$ cat config.mk
export PLATFORM = sky130hd
export DESIGN_NAME = mem_arbiter
export DESIGN_NICKNAME = d
export VERILOG_FILES = /design/src/rtl/mem_arbiter.sv
export SDC_FILE = /design/constraint.sdc
export NUM_CORES = 1
export LEC_CHECK = 0
export BUFFER_PORTS_ARGS = -buffer_cell sky130_fd_sc_hd__buf_4
export CAP_MARGIN = 20
export CORE_ASPECT_RATIO = 1.5
export CORE_MARGIN = 8
export CORE_UTILIZATION = 48
export CTS_CLUSTER_SIZE = 10
export DETAILED_ROUTE_END_ITERATION = 6
export PLACE_DENSITY = 0.89
export RECOVER_POWER = 50
export SYNTH_ARGS = -nofsm -noshare
export SYNTH_HDL_FRONTEND = slang
export SYNTH_SLANG_ARGS = --single-unit
$ cat constraint.sdc
create_clock -name clkSYS -period 5.6 [get_ports clkSYS]
set_input_delay 1.4 -clock clkSYS [delete_from_list [all_inputs] [get_ports clkSYS]]
set_output_delay 1.4 -clock clkSYS [all_outputs]
set_load 0.03 [all_outputs]
$ cat src/rtl/mem_arbiter.sv
// Round-robin read-burst arbiter for the shared system-memory read port.
// Define MEM_ARB_PRIO0_EN to give requester 0 (display) strict priority.
module mem_arbiter #(
  parameter int AN = 24,
  parameter int DN = 16,
  parameter int N = 3,
  parameter int BURST = 8,
  localparam int OW = $clog2(N)
) (
  input  logic            clkSYS,
  input  logic            reset,
  input  logic [N*AN-1:0] req_addr,
  input  logic [N-1:0]    request,
  output logic [N-1:0]    req_ack,
  output logic [N-1:0]    mem_valid,
  output logic [DN-1:0]   mem_data,
  output logic [AN-1:0]   mem_addr,
  output logic            mem_req,
  input  logic            mem_ack,
  input  logic [DN-1:0]   mem_rdata,
  input  logic            mem_rvalid,
  output logic [OW-1:0]   owner,
  output logic            stray
);

  localparam int CW = $clog2(BURST + 1);
  localparam logic [CW-1:0] LAST_BEAT = CW'(BURST - 1);

  typedef enum logic [1:0] {
    IDLE,
    ISSUE,
    DATA
  } state_t;

  state_t          state_q;
  logic [OW-1:0]   owner_q;
  logic [OW-1:0]   last_q;
  logic [CW-1:0]   cnt_q;
  logic            mem_req_q;
  logic [AN-1:0]   mem_addr_q;
  logic            stray_q;

  logic [OW-1:0]   win_d;
  logic            hit_d;
  logic [OW-1:0]   rr_idx;
  logic [AN-1:0]   addr_d;
  logic [CW-1:0]   cnt_d;
  logic [N-1:0]    own_oh;

  // Search starts one past the last owner and wraps.
  always_comb begin
    win_d  = '0;
    hit_d  = 1'b0;
    rr_idx = '0;
    for (int i = 1; i <= N; i++) begin
      rr_idx = OW'((int'(last_q) + i) % N);
      if (!hit_d && request[rr_idx]) begin
        hit_d = 1'b1;
        win_d = rr_idx;
      end
    end
`ifdef MEM_ARB_PRIO0_EN
    if (request[0]) begin
      hit_d = 1'b1;
      win_d = '0;
    end
`endif
  end

  assign addr_d = req_addr[int'(win_d)*AN +: AN];
  assign cnt_d  = cnt_q + CW'(1);
  assign own_oh = {{(N-1){1'b0}}, 1'b1} << owner_q;

  always_ff @(posedge clkSYS) begin
    if (reset) begin
      state_q    <= IDLE;
      owner_q    <= '0;
      last_q     <= OW'(N - 1);
      cnt_q      <= '0;
      mem_req_q  <= 1'b0;
      mem_addr_q <= '0;
      stray_q    <= 1'b0;
    end else begin
      if (mem_rvalid && state_q != DATA) begin
        stray_q <= 1'b1;
      end
      unique case (state_q)
        IDLE: begin
          if (hit_d) begin
            owner_q    <= win_d;
            mem_addr_q <= addr_d;
            mem_req_q  <= 1'b1;
            state_q    <= ISSUE;
          end
        end
        ISSUE: begin
          if (mem_ack) begin
            mem_req_q <= 1'b0;
            cnt_q     <= '0;
            state_q   <= DATA;
          end
        end
        DATA: begin
          if (mem_rvalid) begin
            cnt_q <= cnt_d;
            if (cnt_q == LAST_BEAT) begin
              state_q <= IDLE;
`ifdef MEM_ARB_PRIO0_EN
              // Display bursts leave the rotation of the others untouched.
              if (owner_q != '0) begin
                last_q <= owner_q;
              end
`else
              last_q <= owner_q;
`endif
            end
          end
        end
        default: begin
          state_q <= IDLE;
        end
      endcase
    end
  end

  assign req_ack   = (state_q == ISSUE && mem_ack) ? own_oh : '0;
  assign mem_valid = (state_q == DATA && mem_rvalid) ? own_oh : '0;
  assign mem_data  = mem_rdata;
  assign mem_addr  = mem_addr_q;
  assign mem_req   = mem_req_q;
  assign owner     = owner_q;
  assign stray     = stray_q;

endmodule

# --- Word level (Yosys, flattened, before mapping) ---
# Index checks and enable logic that the tools add are counted.
word_totals:
  input_bits: 95
  ramBits: 0
  memories: 0
  romBits: 0
  regBits: 36
  output_inout_bits: 50
  latch_bits: 0
  elab_cells: 68
op_classes:
  div: 3
  n_mul: 1
  magnitude_cmp: 3
  n_eq_ne: 8
  muxes: 25
  bitwise_logic: 0
  n_shift: 2
  add_sub_neg: 4
  reduce_logical: 15
ops:
  columns: ["operator", "n"]
  rows:
  - ["32-bit by 3-bit remainder unit with 32-bit output (second input constant)", 3]
  - ["72-bit by 8-bit indexed part select with 24-bit output", 1]
  - ["2-bit 2-to-1 mux", 7]
  - ["2-bit inequality test (second input constant)", 5]
  - ["2-bit by 3-bit less-than comparator with 1-bit output (second input constant)", 3]
  - ["3-bit AND reduction", 3]
  - ["1-bit 2-to-1 mux", 8]
  - ["4-bit 2-to-1 mux", 2]
  - ["4-bit case mux with 2 select lines", 1]
  - ["2-bit by 2-bit adder with 3-bit output (second input constant)", 2]
  - ["1-bit binary-select mux with 2-bit select", 3]
  - ["3-bit 2-to-1 mux", 2]
  - ["2-bit case mux with 3 select lines", 1]
  - ["1-bit logical AND", 5]
  - ["4-bit by 1-bit adder with 4-bit output (second input constant)", 1]
  - ["4-bit by 3-bit == test with 1-bit output (second input constant)", 1]
  - ["2-bit by 2-bit multiplier with 4-bit output (second input constant)", 1]
  - ["4-bit AND reduction", 1]
  - ["2-bit nonzero test", 2]
  - ["2-bit by 1-bit adder with 3-bit output (second input constant)", 1]
  - ["1-bit by 2-bit left shift with 3-bit output (first input constant)", 1]
  - ["2-bit by 1-bit == test with 1-bit output (second input constant)", 1]
  - ["2-bit == test (second input constant)", 1]
  - ["1-bit zero test", 2]
  - ["other kinds (3)", 3]

# --- Longest topological paths before layout ---
logic_depth:
  ltp_word: 13
  ltp_mapped: 11
  ltp_nobuf: 7

# --- Worst setup path before layout ---
# OpenSTA, ideal clock, no wires.
synth_timing:
  path_type: "input to output"
  startpoint: "in mem_ack"
  endpoint: "out req_ack[0]"
  required_time_ps: 4200
  slack_ps: 2009
  path_stages: 2
  arrival_time_ps: 2191
  cell_sequence: "nand3b_1 nor3_1"
synth_via:
  elab_chain_len: 2
synth_lines:
  columns: ["element", "line_no", "text"]
  rows:
  - ["start: declaration", "19", "input logic mem_ack,"]
  - ["1-bit logical AND", "126", "assign req_ack = (state_q == ISSUE && mem_ack) ? own_oh : '0;"]
  - ["3-bit 2-to-1 mux", "126", null]
  - ["end: declaration", "14", "output logic [N-1:0] req_ack,"]
# Every way passes these cells.

# --- Worst setup path in the final report ---
layout_timing:
  startpoint: "in request[1]"
  endpoint: "reg mem_addr_q[9], in the netlist mem_addr[9]"
layout_via:
  elab_chain_len: 11
  elab_cells_between_ends: 19
  classes_between: "mul (1); shift (1); mux (12); reduce/logical (5)"
layout_lines:
  columns: ["element", "line_no", "text"]
  rows:
  - ["start: declaration", "13", "input logic [N-1:0] request,"]
  - ["1-bit binary-select mux with 2-bit select", "57", "if (!hit_d && request[rr_idx]) begin"]
  - ["1-bit 2-to-1 mux (implied by the code)", "57", null]
  - ["1-bit 2-to-1 mux", "57", null]
  - ["1-bit zero test", "57", null]
  - ["1-bit logical AND", "57", null]
  - ["1-bit 2-to-1 mux", "57", null]
  - ["1-bit zero test", "57", null]
  - ["1-bit logical AND", "57", null]
  - ["2-bit 2-to-1 mux", "57", null]
  - ["2-bit by 2-bit multiplier with 4-bit output", "70", "assign addr_d = req_addr[int'(win_d)*AN +: AN];"]
  - ["72-bit by 8-bit indexed part select with 24-bit output", "70", null]
  - ["end signal: assignment", "91", "mem_addr_q <= addr_d;"]
  - ["end: declaration", "40", "logic [AN-1:0] mem_addr_q;"]
# Several ways; a longest one is shown, not always the timed one. The select of a mux whose other input is x is not followed.
# A chain may end at the register's enable or synchronous reset.

==> impl_metrics.csv <==
group,metric,value,unit
worst_setup_path,cpMaxStageDelayCell,"clkbuf_1",
clocking,cts_buffers,5,
min_path,hp-class,"reg -> reg",
synthesis,synth-edff-count,0,
power_and_ir_drop,p_leak,1.27,nW
die,rows,32,
drt,ant_nets,0,
placed_design,io_buffers,112,
worst_setup_path,reg2reg_depth,9,
sta,fin_hold_ws,0.493,ns
run,drv_cap,0,
drt,routed_via_density,6.20,
synthesis,synth_top_area_cell,"dfxtp_1",
worst_setup_path,required,5.74,ns
worst_setup_path,crit_fanout,31,
synthesis,synthCells,320,
synthesis,ys_types,40,
worst_setup_path,crit_top_cell,"buf_4",
sta,worst_pin_slew,1.31,ns
placed_design,routabilityCongestion,0.882,
worst_setup_path,r2r-end,"mem_addr[9]",
die,core_area,5160,um^2
clocking,cts_tree,"done",
final_layout,drive_gt1_frac,0.247,
synthesis,yosys.area.top_type_share,0.282,
global_route,antenna_found_initial,0,
sta,finalCritPeriodShare,0.707,
global_route,grt_pass1_wl,13700,um
power_and_ir_drop,irDropWorstVdd,0.161,mV
min_path,hold_path.startpoint,"mem_addr[12]",
drt,drt_iter0_drc,214,
sta,max_slew_margin,0.126,
worst_setup_path,reg2reg_slack,1.93,ns
global_route,grt_use_total,0.219,
synthesis,synth_seq_cells,36,
global_route,grt_max_degree,38,
die,io_pins,145,
drt,drc,0,
sta,rsz0062_at_grt,"false",
drt,firstDrtPassIters,4,
drt,wl,8740,um
synthesis,yosys_most_used_dff,"dfxtp_1",
sta,fin_setup_tns,0,ns
synthesis,seq_area_frac_synth,0.282,
synthesis,synth_nets,420,
drt,wl_per_cell,18.9,um
min_path,min_path_cells,2,
sta,maxSlewViolCount,0,
sta,period_minus_slack,3.96,ns
worst_setup_path,timing.rr.start,"last_q[0]",
synthesis,synthTopCellsByCount,"nor2_1 (42), dfxtp_1 (36), nand2b_1 (29), a211oi_1 (26), o21ai_0 (26)",
die,die_h,105,um
sta,setup_viol,0,
clocking,post_cts_buffers,0,
power_and_ir_drop,p_per_area,232,nW/um^2
final_layout,nets,492,
die,dieArea,7970,um^2
outcome,outcome,"finished, final reports clean",
synthesis,synth_most_common_cell,"nor2_1",
worst_setup_path,crit_path_end_kind,"register",
synthesis,synthArstFlopShare,0,
clocking,holdBufCountCts,0,
placed_design,placed_area,3250,um^2
drt,via_count,2856,
worst_setup_path,path_cells,"buf_4 > nand3b_1 > clkbuf_1 > o21a_1 > a311oi_4 > buf_4 > nand2b_1 > o32ai_1",
clocking,clockBufferDepth,2,
worst_setup_path,start_kind,"input port",
synthesis,netlist_area,2560,um^2
synthesis,yosys-top-cells-area,"dfxtp_1 (28%), a311oi_1 (8.2%), o32ai_1 (8.2%)",
worst_setup_path,cpPeakStageDelay,0.84,ns
clocking,clkLatencyLatePin,0.29,ns
clocking,path_clk_slew,0.07,ns
final_layout,area.growth.synth_to_final,27.3,%
final_layout,stdcell_area,3260,um^2
clocking,cts-root-buf,"clkbuf_8",
min_path,hold_end,"mem_addr[12]",
clocking,htreeDepth,2,
synthesis,syn_area_per_cell,8.00,um^2
sta,fmax,253,MHz
global_route,globalRouteOverflowTotal,0,
worst_setup_path,crit_buf_inv,3,
sta,fin_skew,0.00417,ns
clocking,clock-sinks,36,
synthesis,yosys_warnings,0,
die,initial_core_util,0.496,
power_and_ir_drop,report.power.total,0.757,mW
clocking,cts_resized,0,
final_layout,n_fill_cell,474,
die,die_w,75.6,um
placed_design,post-dp-hpwl,6420,um
worst_setup_path,worstSetupPathType,"in -> reg",
worst_setup_path,critical_path.top_delay_family,"buffers and inverters",
worst_setup_path,crit_arrival,4.10,ns
global_route,grt_pass1_vias,2889,
sta,final-hold-violation-count,0,
final_layout,diodes,0,
[worst register-to-register path: stages (launching register included)]
cell	delay [ns]
dfxtp_1	0.40
inv_1	0.08
ha_1	0.42
nand3b_1	0.13
clkbuf_1	0.84
o21a_1	0.33
a311oi_4	0.11
buf_4	0.26
nand2b_1	0.72
o32ai_1	0.22
[worst max-delay path by stage]
stage / from / endpoint / slack, ns / cells past startpoint
after floorplan: mem_ack / req_ack[0] / 2.01 / 2
after global placement: request[1] / mem_addr[9] / 1.95 / 8
after detailed placement: request[1] / mem_addr[9] / 1.83 / 8
after CTS: request[1] / mem_addr[19] / 2.12 / 8
after global routing: request[1] / mem_addr[22] / 1.41 / 8
final: request[1] / mem_addr[9] / 1.64 / 8
[logic make-up (layout without fill, tap and decap cells)]
group / Yosys count / count (layout) / synth area share
XOR/XNOR: 2 / 2 / 0.00684
adder cells (fa/ha/maj): 5 / 5 / 0.0244
AO/OA/AOI/OAI: 118 / 118 / 0.350
multiplexers: 5 / 5 / 0.0200
AND/OR/NAND/NOR: 99 / 99 / 0.203
flip-flops: 36 / 36 / 0.282
buffers and inverters: 55 / 128 / 0.114
[registers in the layout (all words and copies together) (netlist names)]
| register | flops |
|---|---|
| cnt_q | 4 |
| last_q | 2 |
| mem_addr | 24 |
| mem_req | 1 |
| owner | 2 |
| state_q | 2 |
| stray | 1 |
[where the power goes]
| group | switching (mW) | leakage (nW) | internal, mW |
|---|---|---|---|
| combinational | 0.135 | 0.914 | 0.0905 |
| sequential | 0.0196 | 0.297 | 0.282 |
| clock | 0.0976 | 0.0552 | 0.132 |
[per-stage QoR]
stage                     utilization  std cells  setup slack, ns
after floorplan                     -        320             2.01
after global placement          0.629        452             1.95
after detailed placement        0.629        452             1.83
after CTS                       0.650        460             2.12
after global routing            0.631        461             1.41
final                           0.631        461             1.64
[per-layer routing]
layer  vias to the layer above  part of all wire  global-route usage
li1                       1345                 -                   -
met1                      1324              0.35               0.239
met2                       153              0.52               0.360
met3                        34             0.090              0.0664
met4                         0             0.039               0.123
met5                         -                 0                   0
[layout by cell type, fill, tap and decap left out, types with 2 or more instances in the layout]
cell       n
o21ai_0   26
a21oi_1    5
and3b_1    2
clkbuf_8   5
nand3b_1   4
a211oi_1  26
nand2b_1  29
xor2_1     2
nor3_1     4
nand2_1    4
dfxtp_1   36
o21a_1     3
ha_1       5
nor2_1    42
nor2b_1    4
buf_4     85
o32ai_1   24
inv_1      4
nor3b_1    2
a311oi_1  24
clkbuf_1  31
nand4b_1   2
mux2i_1    4
a41o_1     3
[area by class of cell]
type	count	area [um^2]	share of cell area
Multi-Input combinational cell	229	1570	0.480
Timing Repair Buffer	116	766	0.235
Inverter	4	15.0	0.00461
Tap cell	68	85.1	0.0261
Sequential cell	36	721	0.221
Clock buffer	6	72.6	0.0223
Clock inverter	2	35.0	0.0107
Power figures use the tool's default switching activity.
